## config.mk

```make
export PLATFORM = sky130hd
export DESIGN_NAME = pwm_peripheral
export DESIGN_NICKNAME = d
export VERILOG_FILES = /design/src/rtl/pwm_pkg.sv /design/src/rtl/pwm_timebase.sv /design/src/rtl/pwm_peripheral.sv
export SDC_FILE = /design/constraint.sdc
export NUM_CORES = 1
export LEC_CHECK = 0
export BUFFER_PORTS_ARGS = -buffer_cell sky130_fd_sc_hd__buf_2
export CAP_MARGIN = 10
export CORE_MARGIN = 8
export CORE_UTILIZATION = 50
export DETAILED_ROUTE_END_ITERATION = 12
export GPL_ROUTABILITY_DRIVEN = 1
export HOLD_SLACK_MARGIN = 0.02
export PLACE_DENSITY = 0.73
export SLEW_MARGIN = 20
export SYNTH_ARGS = -nofsm -noshare
export SYNTH_HDL_FRONTEND = slang
export SYNTH_HIERARCHICAL = 1
export SYNTH_SLANG_ARGS = --single-unit
```

## constraint.sdc

```tcl
create_clock -name clk -period 2.5 [get_ports clk]
set_input_delay 0.125 -clock clk [delete_from_list [all_inputs] [get_ports clk]]
set_output_delay 0.125 -clock clk [all_outputs]
set_load 0.1 [all_outputs]
```

## src/rtl/pwm_pkg.sv

```systemverilog
// Shared constants, pin-mode encoding and the small combinational helpers
// used by the PWM peripheral and its timebase.
package pwm_pkg;

    localparam int PWM_STEPS       = 256;
    localparam int PWM_CNT_W       = 8;
    localparam int NUM_PINS        = 16;
    localparam int PRESCALE_W      = 16;
    localparam int CLK_DIV_DEFAULT = 13;

    localparam logic [PWM_CNT_W-1:0] DUTY_FULL = 8'hFF;
    localparam logic [PWM_CNT_W-1:0] CNT_LAST  = 8'(PWM_STEPS - 1);

    typedef enum logic [1:0] {
        PIN_LOW  = 2'd0,
        PIN_HIGH = 2'd1,
        PIN_PWM  = 2'd2
    } pin_mode_t;

    // Output enable dominates; PWM select only matters for an enabled pin.
    function automatic pin_mode_t pin_mode(input logic en_out, input logic en_pwm);
        pin_mode_t mode;
        if (!en_out) begin
            mode = PIN_LOW;
        end else if (en_pwm) begin
            mode = PIN_PWM;
        end else begin
            mode = PIN_HIGH;
        end
        return mode;
    endfunction

    function automatic logic pin_drive(input pin_mode_t mode, input logic level);
        logic drive;
        case (mode)
            PIN_LOW:  drive = 1'b0;
            PIN_HIGH: drive = 1'b1;
            PIN_PWM:  drive = level;
            default:  drive = 1'b0;
        endcase
        return drive;
    endfunction

    // Full scale is special-cased so 0xFF gives a gap-free 100% output.
    function automatic logic pwm_level(input logic [PWM_CNT_W-1:0] cnt,
                                       input logic [PWM_CNT_W-1:0] duty);
        logic level;
        if (duty == DUTY_FULL) begin
            level = 1'b1;
        end else begin
            level = (cnt < duty);
        end
        return level;
    endfunction

endpackage

```

## src/rtl/pwm_timebase.sv

```systemverilog
// Clock prescaler and 8-bit PWM step counter; emits the step tick and the
// end-of-period wrap strobe.
module pwm_timebase
    import pwm_pkg::*;
#(
    parameter int CLK_DIV = CLK_DIV_DEFAULT
) (
    input  logic                 i_clk,
    input  logic                 i_rst,
    output logic [PWM_CNT_W-1:0] o_pwm_cnt,
    output logic                 o_tick,
    output logic                 o_wrap
);

    localparam logic [PRESCALE_W-1:0] DIV_LAST = PRESCALE_W'(CLK_DIV - 1);

    logic [PRESCALE_W-1:0] r_prescale_cnt;
    logic [PWM_CNT_W-1:0]  r_pwm_cnt;
    logic                  w_tick;
    logic                  w_wrap;

    // With CLK_DIV==1 DIV_LAST is zero, so the prescaler idles at 0 and ticks every cycle.
    assign w_tick = (r_prescale_cnt == DIV_LAST);
    assign w_wrap = w_tick && (r_pwm_cnt == CNT_LAST);

    // Prescaler: counts 0..CLK_DIV-1 then wraps.
    always_ff @(posedge i_clk) begin
        if (i_rst) begin
            r_prescale_cnt <= {PRESCALE_W{1'b0}};
        end else if (w_tick) begin
            r_prescale_cnt <= {PRESCALE_W{1'b0}};
        end else begin
            r_prescale_cnt <= r_prescale_cnt + 16'd1;
        end
    end

    // Step counter: advances once per tick, natural 255->0 wrap.
    always_ff @(posedge i_clk) begin
        if (i_rst) begin
            r_pwm_cnt <= {PWM_CNT_W{1'b0}};
        end else if (w_tick) begin
            r_pwm_cnt <= r_pwm_cnt + 8'd1;
        end else begin
            r_pwm_cnt <= r_pwm_cnt;
        end
    end

    assign o_pwm_cnt = r_pwm_cnt;
    assign o_tick    = w_tick;
    assign o_wrap    = w_wrap;

endmodule

```

## src/rtl/pwm_peripheral.sv

```systemverilog
// 16-pin output block: each pin is low, static high, or driven by a shared
// 8-bit PWM whose duty is shadowed so it only changes at period boundaries.
module pwm_peripheral
    import pwm_pkg::*;
#(
    parameter int CLK_DIV = CLK_DIV_DEFAULT
) (
    input  logic                clk,
    input  logic                rst,
    input  logic [7:0]          en_reg_out_7_0,
    input  logic [7:0]          en_reg_out_15_8,
    input  logic [7:0]          en_reg_pwm_7_0,
    input  logic [7:0]          en_reg_pwm_15_8,
    input  logic [7:0]          pwm_duty_cycle,
    output logic [NUM_PINS-1:0] out,
    output logic                period_start
);

    logic [PWM_CNT_W-1:0] w_pwm_cnt;
    logic                 w_tick;
    logic                 w_wrap;
    logic [NUM_PINS-1:0]  w_en_out;
    logic [NUM_PINS-1:0]  w_en_pwm;
    logic                 w_level;
    logic                 w_period_first;
    logic [NUM_PINS-1:0]  w_next_out;

    logic [PWM_CNT_W-1:0] r_duty_shadow;
    logic                 r_step_first;
    logic [NUM_PINS-1:0]  r_out;
    logic                 r_period_start;

    pwm_timebase #(
        .CLK_DIV (CLK_DIV)
    ) u_timebase (
        .i_clk     (clk),
        .i_rst     (rst),
        .o_pwm_cnt (w_pwm_cnt),
        .o_tick    (w_tick),
        .o_wrap    (w_wrap)
    );

    assign w_en_out = {en_reg_out_15_8, en_reg_out_7_0};
    assign w_en_pwm = {en_reg_pwm_15_8, en_reg_pwm_7_0};
    assign w_level  = pwm_level(w_pwm_cnt, r_duty_shadow);

    // Prescaler sits at 0 exactly in the cycle after a tick (or right after reset).
    always_ff @(posedge clk) begin
        if (rst) begin
            r_step_first <= 1'b1;
        end else begin
            r_step_first <= w_tick;
        end
    end

    assign w_period_first = r_step_first && (w_pwm_cnt == 8'd0);

    // Duty shadow: the value present on the wrap cycle becomes live at step 0.
    always_ff @(posedge clk) begin
        if (rst) begin
            r_duty_shadow <= 8'h00;
        end else if (w_wrap) begin
            r_duty_shadow <= pwm_duty_cycle;
        end else begin
            r_duty_shadow <= r_duty_shadow;
        end
    end

    // Per-pin output mux; enables are not shadowed and apply immediately.
    always_comb begin
        w_next_out = {NUM_PINS{1'b0}};
        for (int i = 0; i < NUM_PINS; i++) begin
            w_next_out[i] = pin_drive(pin_mode(w_en_out[i], w_en_pwm[i]), w_level);
        end
    end

    // Output registers: period_start lines up with out showing step 0.
    always_ff @(posedge clk) begin
        if (rst) begin
            r_out          <= 16'h0000;
            r_period_start <= 1'b0;
        end else begin
            r_out          <= w_next_out;
            r_period_start <= w_period_first;
        end
    end

    assign out          = r_out;
    assign period_start = r_period_start;

endmodule
```

# == Word-level counts from Yosys, hierarchy flattened ==
# Cells that the tools add are included.
# word_totals
input_bits,42
reg_bits,50
# classes
order_cmp,1
n_eq_ne,35
mux,49
n_reduce_logical,4
n_addsub,2
# ops
operator,count
$mux W2,32
$eq A2 B1 Y1 const B,16
$eq A2 B2 Y1 const B,16
$pmux W1 S2,16
$add A16 B1 Y16 const B,1
$eq A16 B4 Y1 const B,1
$eq A8 B8 Y1 const B,2
$add A8 B1 Y8 const B,1
$logic_not A8 Y1,1
$lt A8 B8 Y1,1
$logic_and A1 B1 Y1,2
$reduce_or A2 Y1,1
$mux W1,1

# == Logic depth before layout (Yosys ltp) ==
# logic_depth
ltp_word,4
depth_mapped,9

# == Hierarchy ==
# The synthesis kept the hierarchy.
# by_module_without_submodules
mod,n_inst,cells_each,area_per_inst_um2,seq_area_each_um2
pwm_timebase,1,128,1116.1,480.5
pwm_peripheral,1,109,1083.5,520.5

# == Least setup slack after synthesis ==
# No wires, ideal clock.
# synth_timing
path_type,reg2reg
startpoint,register u_timebase.r_prescale_cnt[14]
endpoint,register r_duty_shadow[0]
path_stages_with_launch,8
period_less_slack_ps,1994
t_arrival_ps,1867
path_slack_ps,506
path_buffers,2
setup_ps,127
cell_sequence,dfxtp_1 > nor4_1 > nand4_2 > clkbuf_1 > nor3_1 > clkbuf_1 > mux2i_1 > nor2_1
# synth_via
elab_chain_cells,2
# synth_rtl
item,line,rtl
start: declaration,pwm_timebase.sv:17,logic [PRESCALE_W-1:0] r_prescale_cnt;
start signal: assignment,pwm_timebase.sv:29,r_prescale_cnt <= {PRESCALE_W{1'b0}};
start signal: assignment,pwm_timebase.sv:31,r_prescale_cnt <= {PRESCALE_W{1'b0}};
start signal: assignment,pwm_timebase.sv:33,r_prescale_cnt <= r_prescale_cnt + 16'd1;
$eq A16 B4 Y1,pwm_timebase.sv:23,assign w_tick = (r_prescale_cnt == DIV_LAST);
$logic_and A1 B1 Y1,pwm_timebase.sv:24,assign w_wrap = w_tick && (r_pwm_cnt == CNT_LAST);
via w_wrap,pwm_peripheral.sv:21,logic w_wrap;
end signal: assignment,pwm_peripheral.sv:63,r_duty_shadow <= pwm_duty_cycle;
end signal: assignment,pwm_peripheral.sv:65,r_duty_shadow <= r_duty_shadow;
end: declaration,pwm_peripheral.sv:28,logic [PWM_CNT_W-1:0] r_duty_shadow;
# The timed path passes the listed nets, and every way through them passes these cells.
# A chain may end at the register's enable or synchronous reset.

# == Final worst setup path ==
# layout_timing
startpoint,register u_timebase.r_prescale_cnt[7]
endpoint,register r_duty_shadow[1]
# Same word-level chain as after synthesis.

==> impl_metrics.json <==
{
  "synth_seq_cells": 50,
  "vias_per_cell": 5.12,
  "syn_area_per_cell_sq_um": 9.28,
  "power_mw": 1.56,
  "yosysSeqAreaShare_pct": 45.5,
  "reg2reg_slack_ns": 0.51,
  "buffer_ports.inserted": 58,
  "drc_errors": 0,
  "maxSlewViolCount": 0,
  "clk_latency_ns": 0.30,
  "fp.coreArea_sq_um": 4290,
  "ys.warnings.count": 6,
  "core.rowCount": 24,
  "clock_path_buffers": 2,
  "syn_nets": 289,
  "worstHoldPathCells": 3,
  "drtAntennaViolNets": 0,
  "switching_share_pct": 25.3,
  "power.leakage_nw": 1.18,
  "tns_ns": 0,
  "pwr-share-clk_pct": 35.8,
  "worst_pin_slew_ns": 0.631,
  "syn_inst": 237,
  "p_sw_mw": 0.395,
  "clock-sinks": 50,
  "gp_congestion": 0.796,
  "grt_max_degree": 36,
  "grt_pass1_vias": 1909,
  "die_w_um": 82.3,
  "fmax_ghz": 0.503,
  "hold_path.class": "input port to flip-flop",
  "slew_headroom_pct": 57.9,
  "period_needed_ns": 1.99,
  "cp_max_fo": 17,
  "antenna_found_initial": 0,
  "hold_viol": 0,
  "synth_cell_types": 34,
  "finalCritPeriodShare_pct": 79.5,
  "overflow": 0,
  "nFillCells": 363,
  "reg2regPathDepth": 6,
  "p_seq_share_pct": 52.4,
  "track_usage_pct": 16.2,
  "maxCapViolCount": 0,
  "dp_hpwl_um": 3370,
  "cts_max_level": 2,
  "p_comb_share_pct": 11.9,
  "peakVddDrop_uv": 550,
  "die_area_sq_um": 6780,
  "cts_buffers": 5,
  "drive_above_1_share_pct": 23.9,
  "cp-start-kind": "flip-flop",
  "cts_tree": "built",
  "synth_top_area_cell": "dfxtp_1",
  "pin_count": 59,
  "crit_type": "flip-flop to flip-flop",
  "clockRootBuffer": "clkbuf_8",
  "post-cts-setup-buffers": 0,
  "n_antenna_cell": 0,
  "drt_wl_total_um": 4920,
  "status": "finished clean",
  "initial_utilization_pct": 51.2,
  "dr.pass1.iters": 3,
  "cp.required_ns": 2.68,
  "vias": 1849,
  "hp-start": "en_reg_out_7_0[7]",
  "die-height_um": 82.3,
  "min_to": "out[7]",
  "setup_violations": 0,
  "nets": 360,
  "arrival_ns": 2.17,
  "synth.area.top_cells": "dfxtp_1 (46%), ha_1 (5.7%), a21oi_1 (5.5%)",
  "r2r_end": "r_duty_shadow[1]",
  "clkTransAtPathRegs_ns": 0.09,
  "rsz0062_at_grt": "false",
  "routedWlPerCell_um": 13.6,
  "drt_iter0_markers": 121,
  "synth_top_area_share_pct": 45.5,
  "cp-end-kind": "flip-flop",
  "pwr_density_cell_nw_per_um2": 561,
  "finClkSkew_ns": 0.00372,
  "area_delta_synth_final_pct": 26.6,
  "r2r_start": "u_timebase/r_prescale_cnt[7]",
  "synth_area_sq_um": 2200,
  "p_int_mw": 1.17,
  "grt_pass1_wl_um": 8590
}
stage by stage:
step | instances | utilization [%] | hold slack (ns) | setup WS, ns | area [sq um]
floorplan | 237 | - | 0.213 | 0.506 | 2200
global placement | 337 | 58.6 | 0.295 | 0.587 | 2520
detailed placement | 337 | 58.6 | 0.299 | 0.520 | 2520
CTS | 361 | 64.9 | 0.0226 | 0.527 | 2790
global route | 361 | 64.9 | 0.0396 | 0.289 | 2790
finish | 361 | 64.9 | 0.0401 | 0.512 | 2790
worst max path at each step:
| stage | end | start |
|---|---|---|
| floorplan | r_duty_shadow[0] | u_timebase/r_prescale_cnt[14] |
| global placement | r_duty_shadow[5] | u_timebase/r_prescale_cnt[11] |
| detailed placement | r_duty_shadow[1] | u_timebase/r_prescale_cnt[14] |
| CTS | r_duty_shadow[1] | u_timebase/r_prescale_cnt[11] |
| global route | r_duty_shadow[1] | u_timebase/r_prescale_cnt[14] |
| finish | r_duty_shadow[1] | u_timebase/r_prescale_cnt[7] |
layer usage:
layer  track usage (%)  vias to the layer above  share of wire (%)
met5                 0                        -                  0
met4              7.37                        0                1.5
met3              7.79                        8                8.4
met2              24.7                       42                 47
met1              18.8                      841                 43
li1                  -                      958                  -
repair_timing:
item | in CTS | in global routing
gates resized for setup | 0 | 0
hold buffers | 16 | 0
endpoints found under the hold margin | 16 | 0
endpoints found under the setup margin | 0 | 0
cell usage after synthesis:
cell type and number:
and4b_1 1, ha_1 10, buf_6 1, or4_1 2
nor2b_1 1, clkbuf_1 9, and3_1 4, nor4_2 2
nor4_1 3, nand2b_1 18, and2_1 3, nand3_1 7
or2_2 1, inv_1 12, o32ai_2 1, buf_1 1
nand4_1 12, nand4_2 1, and4_1 3, xor2_1 13
o22ai_1 1, dfxtp_1 50, a21oi_1 24, nor2_1 26
nor3_1 1, o21ai_0 4, a2111oi_4 1, buf_2 1
xnor2_1 2, o31ai_1 2, nand2_1 5, mux2i_1 9
o21a_1 2, or3_1 4
power by group through the flow:
stage	sequential (mW)	clock, mW	combinational [mW]
final	0.819	0.559	0.186
after floorplan	0.920	0	0.0342
after CTS	0.819	0.586	0.184
after global placement	0.837	0	0.164
after detailed placement	0.837	0	0.165
after global routing	0.821	0.611	0.200
cell type report:
| type | instances | area, sq um | share of cell area (%) |
|---|---|---|---|
| clock buffer | 5 | 68.8 | 2.47 |
| clock inverter | 3 | 40.0 | 1.44 |
| inverter | 12 | 45.0 | 1.62 |
| multi-input combinational | 163 | 1100 | 39.5 |
| sequential | 50 | 1000 | 35.9 |
| tap | 52 | 65.1 | 2.34 |
| timing repair buffer | 76 | 465 | 16.7 |
cell families (layout without fill, tap and decap cells):
family / after synthesis / in the layout / share of synthesized area (%)
buffers and inverters: 24 / 96 / 4.49
adders and majority gates: 10 / 10 / 5.69
muxes: 9 / 9 / 4.10
and+or+nand+nor: 94 / 94 / 24.2
xor gates and xnor gates: 15 / 15 / 5.97
DFF: 50 / 50 / 45.5
AOI/OAI and AO/OA: 35 / 35 / 10.0
cells in the final DEF (no fill, tap or decap), types with 3 or more instances in the layout:
cell and count:
buf_2 58, dfxtp_1 50, nor2_1 26, a21oi_1 24
nand2b_1 18, dlygate4sd3_1 16, xor2_1 13, inv_1 12
nand4_1 12, ha_1 10, mux2i_1 9, nand3_1 7
nand2_1 5, clkbuf_8 5, and3_1 4, o21ai_0 4
or3_1 4, nor4_1 3, and2_1 3, and4_1 3
critical path: stages (launching register included):
cell,delay [ns]
dfxtp_1,0.37
nor4_2,0.31
nand4_2,0.39
nor3_1,0.29
buf_4,0.23
mux2i_1,0.22
nor2_1,0.06
registers in the layout, summed over array words and instances, names as in the netlist:
register,flops
out,16
period_start,1
r_duty_shadow,8
r_step_first,1
u_timebase/o_pwm_cnt,8
u_timebase/r_prescale_cnt,16
(Power assumes the default switching activity.)
